==> src/rtl/ctrl_reg_arbiter.sv <==
// ctrl_reg_arbiter: shares one register-file BRAM port among NUM_REQ requesters, one access at a time.
// Optional CTRL_ARB_HOST_PRIO_EN: requester 0 has strict priority; the rest round-robin among themselves.
module ctrl_reg_arbiter #(
  parameter int unsigned NUM_REQ = 2,
  parameter int unsigned RD_LAT  = 3,
  parameter int unsigned WR_LAT  = 2
) (
  input  logic                  user_clk,
  input  logic                  user_reset,
  input  logic [NUM_REQ-1:0]    s_req_valid,
  output logic [NUM_REQ-1:0]    s_req_ready,
  input  logic [NUM_REQ-1:0]    s_req_we,
  input  logic [NUM_REQ*12-1:0] s_req_addr,
  input  logic [NUM_REQ*32-1:0] s_req_wdata,
  output logic [NUM_REQ-1:0]    m_rsp_valid,
  output logic [31:0]           m_rsp_data,
  output logic                  bram_en_a,
  output logic [3:0]            bram_we_a,
  output logic [11:0]           bram_addr_a,
  output logic [31:0]           bram_wrdata_a,
  input  logic [31:0]           bram_rddata_a,
  output logic                  busy
);

  localparam int unsigned AW      = 12;
  localparam int unsigned DW      = 32;
  localparam int unsigned GW      = (NUM_REQ > 1) ? $clog2(NUM_REQ) : 1;
  localparam int unsigned MAX_LAT = (RD_LAT > WR_LAT) ? RD_LAT : WR_LAT;
  localparam int unsigned CW      = $clog2(MAX_LAT + 1);

  typedef enum logic [1:0] {
    IDLE  = 2'd0,
    ISSUE = 2'd1,
    WAIT  = 2'd2,
    RESP  = 2'd3
  } state_e;

  state_e               state_q, state_d;
  logic [GW-1:0]        last_grant_q, last_grant_d;
  logic [GW-1:0]        grant_q, grant_d;
  logic                 we_q, we_d;
  logic [CW-1:0]        cnt_q, cnt_d;
  logic [NUM_REQ-1:0]   rsp_valid_q, rsp_valid_d;
  logic [DW-1:0]        rsp_data_q, rsp_data_d;
  logic                 en_q, en_d;
  logic [3:0]           bram_we_q, bram_we_d;
  logic [AW-1:0]        bram_addr_q, bram_addr_d;
  logic [DW-1:0]        wrdata_q, wrdata_d;
  logic                 busy_q, busy_d;

  logic                 win_found;
  logic [GW-1:0]        win_idx;
  logic                 win_we;
  logic [AW-1:0]        win_addr;
  logic [DW-1:0]        win_wdata;
  logic                 hs;

  // Winner search starting just after the last round-robin grant
  always_comb begin
    logic [GW-1:0] cand;
    cand      = '0;
    win_found = 1'b0;
    win_idx   = '0;
`ifdef CTRL_ARB_HOST_PRIO_EN
    if (s_req_valid[0]) begin
      win_found = 1'b1;
    end
    for (int unsigned k = 1; k < NUM_REQ; k++) begin
      cand = GW'(((32'(last_grant_q) + NUM_REQ - 2 + k) % (NUM_REQ - 1)) + 1);
      if (!win_found && s_req_valid[cand]) begin
        win_found = 1'b1;
        win_idx   = cand;
      end
    end
`else
    for (int unsigned k = 1; k <= NUM_REQ; k++) begin
      cand = GW'((32'(last_grant_q) + k) % NUM_REQ);
      if (!win_found && s_req_valid[cand]) begin
        win_found = 1'b1;
        win_idx   = cand;
      end
    end
`endif
  end

  assign win_we    = s_req_we[win_idx];
  assign win_addr  = s_req_addr[AW*win_idx +: AW];
  assign win_wdata = s_req_wdata[DW*win_idx +: DW];
  assign hs        = (state_q == IDLE) && !user_reset && win_found;

  always_comb begin
    s_req_ready = '0;
    if (hs) begin
      s_req_ready[win_idx] = 1'b1;
    end
  end

  // Next-state and registered-output logic
  always_comb begin
    state_d      = state_q;
    last_grant_d = last_grant_q;
    grant_d      = grant_q;
    we_d         = we_q;
    cnt_d        = cnt_q;
    rsp_valid_d  = '0;
    rsp_data_d   = rsp_data_q;
    en_d         = 1'b0;
    bram_we_d    = 4'h0;
    bram_addr_d  = '0;
    wrdata_d     = wrdata_q;

    case (state_q)
      IDLE: begin
        if (hs) begin
          state_d     = ISSUE;
          grant_d     = win_idx;
          we_d        = win_we;
          en_d        = 1'b1;
          bram_we_d   = win_we ? 4'hF : 4'h0;
          bram_addr_d = win_addr & 12'hFFC;
          wrdata_d    = win_wdata;
`ifdef CTRL_ARB_HOST_PRIO_EN
          if (win_idx != '0) begin
            last_grant_d = win_idx;
          end
`else
          last_grant_d = win_idx;
`endif
        end
      end
      ISSUE: begin
        cnt_d   = we_q ? CW'(WR_LAT - 1) : CW'(RD_LAT - 1);
        state_d = WAIT;
      end
      WAIT: begin
        if (cnt_q == '0) begin
          if (!we_q) begin
            rsp_data_d = bram_rddata_a;
          end
          rsp_valid_d[grant_q] = 1'b1;
          state_d              = RESP;
        end else begin
          cnt_d = cnt_q - CW'(1);
        end
      end
      RESP: begin
        state_d = IDLE;
      end
      default: begin
        state_d = IDLE;
      end
    endcase

    busy_d = (state_d != IDLE);
  end

  always_ff @(posedge user_clk) begin
    if (user_reset) begin
      state_q      <= IDLE;
      last_grant_q <= GW'(NUM_REQ - 1);
      grant_q      <= '0;
      we_q         <= 1'b0;
      cnt_q        <= '0;
      rsp_valid_q  <= '0;
      rsp_data_q   <= '0;
      en_q         <= 1'b0;
      bram_we_q    <= 4'h0;
      bram_addr_q  <= '0;
      wrdata_q     <= '0;
      busy_q       <= 1'b0;
    end else begin
      state_q      <= state_d;
      last_grant_q <= last_grant_d;
      grant_q      <= grant_d;
      we_q         <= we_d;
      cnt_q        <= cnt_d;
      rsp_valid_q  <= rsp_valid_d;
      rsp_data_q   <= rsp_data_d;
      en_q         <= en_d;
      bram_we_q    <= bram_we_d;
      bram_addr_q  <= bram_addr_d;
      wrdata_q     <= wrdata_d;
      busy_q       <= busy_d;
    end
  end

  assign m_rsp_valid   = rsp_valid_q;
  assign m_rsp_data    = rsp_data_q;
  assign bram_en_a     = en_q;
  assign bram_we_a     = bram_we_q;
  assign bram_addr_a   = bram_addr_q;
  assign bram_wrdata_a = wrdata_q;
  assign busy          = busy_q;

endmodule

==> config.mk <==
export PLATFORM = sky130hd
export DESIGN_NAME = ctrl_reg_arbiter
export DESIGN_NICKNAME = d
export VERILOG_FILES = /design/src/rtl/ctrl_reg_arbiter.sv
export SDC_FILE = /design/constraint.sdc
export NUM_CORES = 1
export LEC_CHECK = 0
export CORE_ASPECT_RATIO = 0.8
export CORE_UTILIZATION = 38
export DETAILED_ROUTE_END_ITERATION = 8
export PLACE_DENSITY = 0.95
export SLEW_MARGIN = 20
export SYNTH_ARGS = -nofsm -noshare
export SYNTH_HDL_FRONTEND = slang
export SYNTH_SLANG_ARGS = --single-unit
export TNS_END_PERCENT = 20
==> constraint.sdc <==
create_clock -name user_clk -period 3.3 [get_ports user_clk]
set_clock_uncertainty 0.2 [all_clocks]
set_input_delay 0.66 -clock user_clk [delete_from_list [all_inputs] [get_ports user_clk]]
set_output_delay 0.66 -clock user_clk [all_outputs]
set_load 0.02 [all_outputs]
==> run metrics, run 1 <==
row count 29; Clock Sinks 86; worst skew pair latency 0.35 ns; register bit total from synthesis 86; GR peak layer met2; LEAKAGE 1.97 nW; R2R depth 7; die footprint 0.00855 sq mm; GRT met3 Usage 7.24%; Tmin final 2.93 ns; Final Setup Violations 0; Peak Freq 342 MHz; area of the multi-input gates 0.00119 sq mm; clock-pin slew on the worst setup and hold paths 0.09 ns; flop2flop setup slack 1.07 ns; Clock Tree Buf Depth 2; fillcell total 597; max-slew violation count 0; RSZ-0062 raised after global routing no; initial antenna violation count 0; hold slack 0.256 ns; critical path launch point type flop; register area share after synthesis 55.3%; layout cells sized above 1 5.08%; total CTS buffers 9; GRT Residual Overflow 0; Synth Area per Inst 9.26 sq um; worst hold endpoint m_rsp_data[26]; final WL 9.70 mm; pre-CTS WS 0.416 ns; crit-path max FO 4; routing usage on met1 24.0%; Post-Syn Area 0.00311 sq mm; NumNets Final 657; final hold violation count 0; Core Area 0.00795 sq mm; hold path startpoint m_rsp_data[26]; status finished, final reports clean; Port-buffer cells 205; via count 3283; Die Span X 103 um; dpl hpwl 7.06 mm; Slew @ Worst Pin 0.753 ns; area grow syn2layout 72.1%; CTS Hold Buffers Added 0; TritonCTS clock tree built; worst setup margin 0.372 ns; Starting Density 39.1%; DRT Pass-1 Iters 9; HP Class flop to flop; global-route usage over all layers 22.6%; Slew headroom 49.8%; Syn Inst Count 336; WL/cell 15.2 um; setup TNS 0 ns; met2 usage 40.4%; worst r2r src state_q[0]; power per cell area 658 mW/mm^2; Max Cap Viol 0; Worst VDD drop 361 uV; Setup crit end kind primary output; gpl congestion 0.742; first-pass GRT wire length 15.1 mm; largest net degree at the start of global routing 74; ys async rst share 0%; number of global-route vias before repair 3307; # diodes 0; fin crit share 88.7%; signal arrival time at the worst endpoint 2.07 ns; Antenna Violating Nets Remaining 0; CP required 2.44 ns; critical path class flop to primary output; DRC viols 0; DRT iter0 DRCs 232; Syn. warnings 0; Clock Tree Root clkbuf_8; die height 82.9 um; number of flops mapped to enable cells by yosys 0; Setup Fix Bufs, Post-CTS 0; worst r2r dst bram_wrdata_a[1]; PostCTS Resize Cnt 0; io pins 212; Synth cell types 25; H-tree depth 3; DR vias/cell 5.14; main flop type after synthesis dfxtp_1; sequential cell area 0.00172 sq mm; Hold Path Cell Cnt 2
-- per-layer routing --
| metal | vias up | wire, um |
|---|---|---|
| met5 | - | 0 |
| met4 | 0 | 249 |
| met3 | 23 | 783 |
| met2 | 155 | 4960 |
| met1 | 1545 | 3710 |
| li1 | 1560 | - |
-- how the worst max path moves through the flow --
stage,slack [ns],from,end
6_report,0.37,state_q[0],s_req_ready[1]
5_1_grt,0.18,state_q[0],s_req_ready[1]
4_1_cts,0.33,state_q[0],s_req_ready[1]
3_5_place_dp,0.42,s_req_valid[1],s_req_ready[1]
3_3_place_gp,0.43,s_req_valid[0],s_req_ready[1]
2_1_floorplan,1.07,user_reset,s_req_ready[1]
-- per-stage QoR --
step / power [mW] / cell area, sq um / instances / util (%)
3_3_place_gp: 2.78 / 5170 / 623 / 65.0
2_1_floorplan: 2.19 / 3110 / 337 / -
3_5_place_dp: 2.84 / 5170 / 623 / 65.0
5_1_grt: 3.74 / 5350 / 639 / 67.4
6_report: 3.52 / 5350 / 639 / 67.4
4_1_cts: 3.55 / 5350 / 639 / 67.4
-- cell families after synthesis --
group / share of synthesized area, %
flip-flops: 55.3
AO/OA/AOI/OAI: 20.8
adder cells (fa/ha/maj): 2.01
buffers and inverters: 6.80
other: 0.121
AND/OR/NAND/NOR: 14.9
-- synth_stat cells (2+ instances only) --
cell | count | share of area, %
nor2_1 | 36 | 4.3
buf_6 | 4 | 1.4
o21ai_0 | 2 | 0.32
a21oi_1 | 36 | 5.8
dfxtp_1 | 86 | 55
and3_1 | 3 | 0.60
a222oi_1 | 33 | 11
buf_2 | 7 | 1.1
inv_2 | 2 | 0.24
a22o_1 | 11 | 3.1
inv_1 | 6 | 0.72
nand2_1 | 69 | 8.3
buf_4 | 5 | 1.2
ha_1 | 5 | 2.0
o21ai_1 | 3 | 0.48
nor2b_1 | 3 | 0.60
clkbuf_1 | 17 | 2.1
-- critical path, stage by stage (launching register included) --
cell and delay (ns):
dfxtp_1 0.34, inv_1 0.11, ha_1 0.19, nor2b_1 0.24, and3_1 0.23, clkdlybuf4s50_1 0.62
-- state kept, by name, summed over array words and instances, names as in the netlist --
| signal | count |
|---|---|
| bram_en_a | 1 |
| busy | 1 |
| state_q | 2 |
| m_rsp_valid | 2 |
| m_rsp_data | 32 |
| bram_addr_a | 10 |
| bram_we_a | 1 |
| bram_wrdata_a | 32 |
| we_q | 1 |
| cnt_q | 2 |
| last_grant_q | 1 |
| grant_q | 1 |
-- cell usage in the layout (no fill, tap or decap) --
cell type        synthesis  layout
o21ai_1                  3       2
inv_8                    0       2
or3_1                    1       1
clkbuf_8                 0       9
a31o_1                   1       1
a21oi_1                 36      36
nor2b_1                  3       3
clkdlybuf4s50_1          0     204
inv_1                    6       6
o21ai_2                  0       1
inv_6                    0       3
o21ai_0                  2       2
dfxtp_1                 86      86
nand2b_1                 1       1
nor2_2                   0       1
nor2_1                  36      35
nor3b_1                  1       1
inv_2                    2       2
and3_1                   3       3
or2_1                    1       1
nor3_1                   1       1
a222oi_1                33      33
buf_4                    5       6
buf_2                    7       1
clkinvlp_4               0       2
nand2_1                 69      69
o31ai_1                  1       1
ha_1                     5       5
a22o_1                  11      11
conb_1                   1       2
-- power breakdown --
| group | internal, mW | switching, mW |
|---|---|---|
| sequential | 1.25 | 0.109 |
| combinational | 0.693 | 0.763 |
| clock | 0.292 | 0.410 |
| total | 2.24 | 1.28 |
-- layout make-up --
type,instances,share of cell area [%]
multi-input cells,210,22.2
clock buffers,9,2.31
well taps,108,2.52
flip-flops and latches,86,32.2
repair buffers,211,39.1
clock inverters,7,1.19
inverters,8,0.561
(Power assumes the default switching activity.)
==> run 2, diff against run 1 <==
Settings changed: CORE_UTILIZATION 38 to 30, GPL_TIMING_DRIVEN set to 0, PLACE_DENSITY 0.95 to 0.8, SLEW_MARGIN 20 to not set.
==> run 2 against run 1 <==
Effect of this change: sequential share of layout area down 1.5 points; non-clock buffer count increased by 27; critical path depth rose by 1; worst setup slack lost 0.22 ns; via count rose by 0.55%; critical endpoint unchanged; sequential cell count unchanged; clock-buffer cell count increased by 4; combinational power increased by 3%; cell count is 8.6% higher; largest power group unchanged.
==> run metrics, run 2 (synthesis results as in run 1) <==
Peak Freq 317 MHz (-7.1%); Finished Cell Area 0.00562 sq mm (+4.9%); Max Cap Viol 0 (unchanged); number of global-route vias before repair 3355 (+1.5%); worst skew pair latency 0.33 ns (-0.02 ns); H-tree depth 3 (unchanged); global-route usage over all layers 18.8% (-3.8 points); Setup crit end kind primary output; hold slack 0.252 ns (-0.00399 ns); Gate power share 39.5% (-1.9 points); row count 32 (+10%); Overall Power 3.81 mW (+8.2%); worst r2r src state_q[0]; sw power 1.28 mW (-0.21%); HP Class flop to flop; first-pass GRT wire length 15.7 mm (+3.9%); commonest non-fill, non-tap cell in the layout clkdlybuf4s50_1; clock power share 24.7% (+4.7 points); Starting Density 31.6% (-7.6 points); total CTS buffers 9 (unchanged); power per cell area 678 mW/mm^2 (+3.2%); DRT iter0 DRCs 247 (+6.5%); CP Launch Point user_reset; Final Setup Violations 0 (unchanged); area grow syn2layout 80.5%; commonest non-fill, non-tap cells in the layout clkdlybuf4s50_1, dfxtp_1, nand2_1, nor2_1, a21oi_1; clock-pin slew on the worst setup and hold paths 0.06 ns (-0.03 ns); crit-path max FO 10 (+6); Worst VDD drop 417 uV (+15%); signal arrival time at the worst endpoint 2.29 ns (+0.22 ns); Setup Fix Bufs, Post-CTS 0 (unchanged); DR vias/cell 4.76 (-7.4%); Slew @ Worst Pin 0.750 ns (-0.00298 ns); CP required 2.44 ns (about the same); Area after DPL 0.00534 sq mm (+3.3%); Clock Sinks 86 (unchanged); Slew headroom 49.6% (-0.14 points); DRT Pass-1 Iters 8 (-1); Clock Tree Buf Depth 2 (unchanged); RSZ-0062 raised after global routing no; final WL 10.3 mm (+5.9%); CTS Hold Buffers Added 0 (unchanged); fillcell total 905 (+52%); max-slew violation count 0 (unchanged); internal power 2.53 mW (+13%); final hold violation count 0 (unchanged); die height 93.1 um (+12%); Die Span X 116 um (+12%); # diodes 0 (unchanged); Core Area 0.00985 sq mm (+24%); DRC viols 0 (unchanged); status finished, final reports clean; io pins 212 (unchanged); layout cells sized above 1 5.73% (+0.65 points); largest net degree at the start of global routing 14 (-81%); gpl congestion 0.736 (-0.82%); Tmin final 3.15 ns (+0.224 ns); dpl hpwl 7.88 mm (+12%); TritonCTS clock tree built; critical path launch point type input pin; Switching Share 33.6% (-2.8 points); Port-buffer cells 205 (unchanged); Seq pwr share 35.8% (-2.9 points); fin crit share 95.5% (+6.8 points); WL/cell 14.8 um (-2.5%); critical path class input pin to primary output; die footprint 0.0108 sq mm (+26%); hold path startpoint m_rsp_data[14]; initial antenna violation count 0 (unchanged); GRT Residual Overflow 0 (unchanged); NumNets Final 684 (+4.1%); Antenna Violating Nets Remaining 0 (unchanged); LEAKAGE 2.10 nW (+6.6%); Clock Tree Root clkbuf_16; via count 3301 (+0.55%)
==> run 2: stage by stage <==
stage | TNS [ns] | worst slack, ns | util, % | std cells
floorplan | 0 | 1.07 | - | 337
global placement | -0.117 | -0.109 | 54.2 | 678
detailed placement | -0.155 | -0.127 | 54.2 | 678
CTS | 0 | 0.144 | 57.0 | 694
global route | 0 | 0.0118 | 57.0 | 694
finish | 0 | 0.149 | 57.0 | 694
==> run 2: final timing paths <==
| path | to | cells past startpoint | slack (ns) |
|---|---|---|---|
| worst max-delay path | s_req_ready[1] | 6 | 0.15 |
| worst min-delay path | m_rsp_data[14] | 2 | 0.25 |
| worst max register to register | bram_wrdata_a[2] | 7 | 1.08 |
| worst min register to register | m_rsp_data[14] | 2 | 0.25 |
==> run 2: metal layers <==
layer	vias to the layer above	part of all wire [%]	GRT usage [%]
li1	1616	-	-
met1	1531	41	20.8
met2	136	49	33.0
met3	18	7.8	5.44
met4	0	2.4	8.76
met5	-	0	0
==> run 2: power groups by stage <==
stage	Clock [mW]	Sequential [mW]	Combinational [mW]
final	0.940	1.36	1.51
after global routing	1.01	1.39	1.63
after CTS	0.964	1.37	1.52
after detailed placement	0	1.39	1.51
after global placement	0	1.37	1.48
after floorplan	0	1.60	0.583
==> run 2: repair_timing <==
| item | CTS | global route |
|---|---|---|
| endpoints found under the hold margin | 0 | 0 |
| gates resized for setup | 2 | 1 |
| endpoints found under the setup margin | 2 | 1 |
| pin swaps | 0 | 0 |
==> run 2: layout make-up <==
cell class,instances,area [sq um],area share (%)
plain buffers,33,184,3.28
clock inverters,3,18.8,0.334
multi-input cells,210,1180,21.0
clock buffers,13,260,4.63
repair buffers,205,2050,36.5
flip-flops and latches,86,1720,30.7
inverters,8,30.0,0.535
well taps,136,170,3.03
==> run 2: critical path, stage by stage <==
cell and delay (ns):
clkdlybuf4s50_1 0.43, nor2b_1 0.17, and3_1 0.20, buf_2 0.24, clkbuf_4 0.25, dlygate4sd2_1 0.35
==> run 3, diff against run 2 <==
Settings changed: CORE_UTILIZATION 30 to 35, PLACE_DENSITY 0.8 to 0.9.
==> run 3 against run 2 <==
Effect of this change: core utilization grew 7.0 points; sequential share of layout area grew 0.76 points; wire length shrank 2.0%; non-clock buffer count is the same; via count grew 0.27%; register-to-register slack gained 0.06 ns; sequential power is essentially flat; first-iteration DRC count shrank 8.9%; critical path depth is the same; hold slack gained 0.010 ns; combinational power is essentially flat; cell count shrank 3.5%; critical endpoint unchanged; largest power group unchanged.
==> run metrics, run 3 (synthesis results as in run 1) <==
worst setup margin 0.148 ns (-0.000980 ns); global-route usage over all layers 21.5% (+2.7 points); Starting Density 36.3% (+4.8 points); H-tree depth 3 (unchanged); pre-CTS WS -0.152 ns (-0.0243 ns); initial antenna violation count 0 (unchanged); dpl hpwl 7.81 mm (-0.88%); Clock Sinks 86 (unchanged); Switching Share 36.0% (+2.4 points); sequential cell area 0.00172 sq mm (unchanged); sw power 1.27 mW (-1.0%); final hold violation count 0 (unchanged); WL/cell 15.0 um (+1.5%); CTS Hold Buffers Added 0 (unchanged); Slew @ Worst Pin 0.701 ns (-0.0495 ns); HP Class flop to flop; Seq pwr share 38.7% (+2.9 points); area of the multi-input gates 0.00118 sq mm (unchanged); Clock Tree Buf Depth 2 (unchanged); Critical Path Stages 6 (unchanged); final WL 10.1 mm (-2.0%); GR peak layer met2; fin crit share 95.5% (about the same); Max Cap Viol 0 (unchanged); power per cell area 642 mW/mm^2 (-5.3%); commonest non-fill, non-tap cells in the layout clkdlybuf4s50_1, dfxtp_1, nand2_1, nor2_1, a21oi_1; Die Span X 107 um (-7.3%); DRT iter0 DRCs 225 (-8.9%); met2 usage 39.9% (+7.0 points); Worst Setup EP s_req_ready[1]; RSZ-0062 raised after global routing no; via count 3310 (+0.27%); TritonCTS clock tree built; Gate power share 42.5% (+3.0 points); row count 30 (-6.3%); Peak Freq 317 MHz (about the same); clock power share 18.8% (-5.9 points); CP required 2.44 ns (about the same); Finished Cell Area 0.00548 sq mm (-2.4%); Hold Path Cell Cnt 2 (unchanged); Area after DPL 0.00531 sq mm (-0.56%); GRT Residual Overflow 0 (unchanged); gpl congestion 0.756 (+2.6%); slowest stage delay, CP 0.44 ns (about the same); commonest non-fill, non-tap cell in the layout clkdlybuf4s50_1; area grow syn2layout 76.1%; GRT met3 Usage 6.77% (+1.3 points); critical path class input pin to primary output; io pins 212 (unchanged); NumNets Final 684 (unchanged); layout cells sized above 1 6.09% (+0.36 points); die footprint 0.00927 sq mm (-14%); Slew headroom 53.0% (+3.3 points); DRT Pass-1 Iters 7 (-1); setup TNS 0 ns (unchanged); Worst VDD drop 311 uV (-25%); total CTS buffers 9 (unchanged); clock-pin slew on the worst setup and hold paths 0.09 ns (+0.03 ns); flop2flop setup slack 1.14 ns (+0.06 ns); Clock Tree Root clkbuf_8; Port-buffer cells 205 (unchanged); Antenna Violating Nets Remaining 0 (unchanged); critical path launch point type input pin; Top delay family on crit path buffers and inverters; worst skew pair latency 0.34 ns (about the same); internal power 2.25 mW (-11%); Core Area 0.00856 sq mm (-13%); DRC viols 0 (unchanged); fillcell total 716 (-21%); hold slack 0.262 ns (+0.0103 ns); first-pass GRT wire length 15.6 mm (-0.57%); status finished, final reports clean; crit-path max FO 10 (unchanged); CP Launch Point user_reset; Overall Power 3.52 mW (-7.6%); number of global-route vias before repair 3388 (+0.98%); worst path buffer plus inverter count 4 (unchanged); largest net degree at the start of global routing 16 (+2); Tmin final 3.15 ns (+0.000980 ns); signal arrival time at the worst endpoint 2.29 ns (about the same); Setup crit end kind primary output; # diodes 0 (unchanged); worst r2r src state_q[0]; LEAKAGE 2.05 nW (-2.4%); routing usage on met1 23.0% (+2.2 points); max-slew violation count 0 (unchanged); crit-path cells clkdlybuf4s50_1 > nor2b_1 > and3_1 > buf_2 > clkbuf_4 > dlygate4sd2_1; Crit-path slowest cell clkdlybuf4s50_1; die height 86.3 um (-7.3%); Final Setup Violations 0 (unchanged); worst r2r dst bram_wrdata_a[27]; R2R depth 7 (unchanged); DR vias/cell 4.94 (+3.9%)
run 3: power groups by stage:
| stage | registers [mW] | clock network, mW | logic (mW) |
|---|---|---|---|
| floorplan | 1.60 | 0 | 0.583 |
| global placement | 1.37 | 0 | 1.47 |
| detailed placement | 1.38 | 0 | 1.50 |
| CTS | 1.36 | 0.684 | 1.51 |
| global route | 1.38 | 0.731 | 1.63 |
| finish | 1.36 | 0.662 | 1.50 |
run 3: layout make-up:
class	count	area share, %
timing repair buffer	205	37.4
inverter	8	0.548
buffer	33	3.36
clock buffer	9	2.26
tap	112	2.56
multi-input combinational	210	21.6
sequential	86	31.4
clock inverter	7	0.891
run 3: layer usage:
metal,wire length [um],up-vias
met2,5070,135
met5,0,-
li1,-,1617
met4,259,0
met3,732,21
met1,4000,1537
run 3: worst min-delay path by stage:
stage                               from        endpoint
after global placement           grant_q  m_rsp_valid[0]
after floorplan                  grant_q  m_rsp_valid[0]
after detailed placement         grant_q  m_rsp_valid[0]
final                     m_rsp_data[24]  m_rsp_data[24]
after CTS                        grant_q  m_rsp_valid[0]
after global routing      m_rsp_data[26]  m_rsp_data[26]
run 3: what timing repair did:
item | CTS | global route
endpoints found under the setup margin | 2 | 1
setup buffers | 0 | 0
cloned | 0 | 0
gates resized for setup | 2 | 1
run 3: through the flow:
stage / cells / utilization, %
floorplan: 337 / -
global placement: 654 / 62.0
detailed placement: 654 / 62.0
CTS: 670 / 64.0
global route: 670 / 64.0
finish: 670 / 64.0
run 3: worst register-to-register path, stage by stage (launching register included):
cell and delay [ns]:
dfxtp_1 0.38, inv_1 0.09, ha_1 0.22, nor2b_1 0.15, o21ai_1 0.38, clkbuf_1 0.42, a222oi_1 0.13, nor2_1 0.13
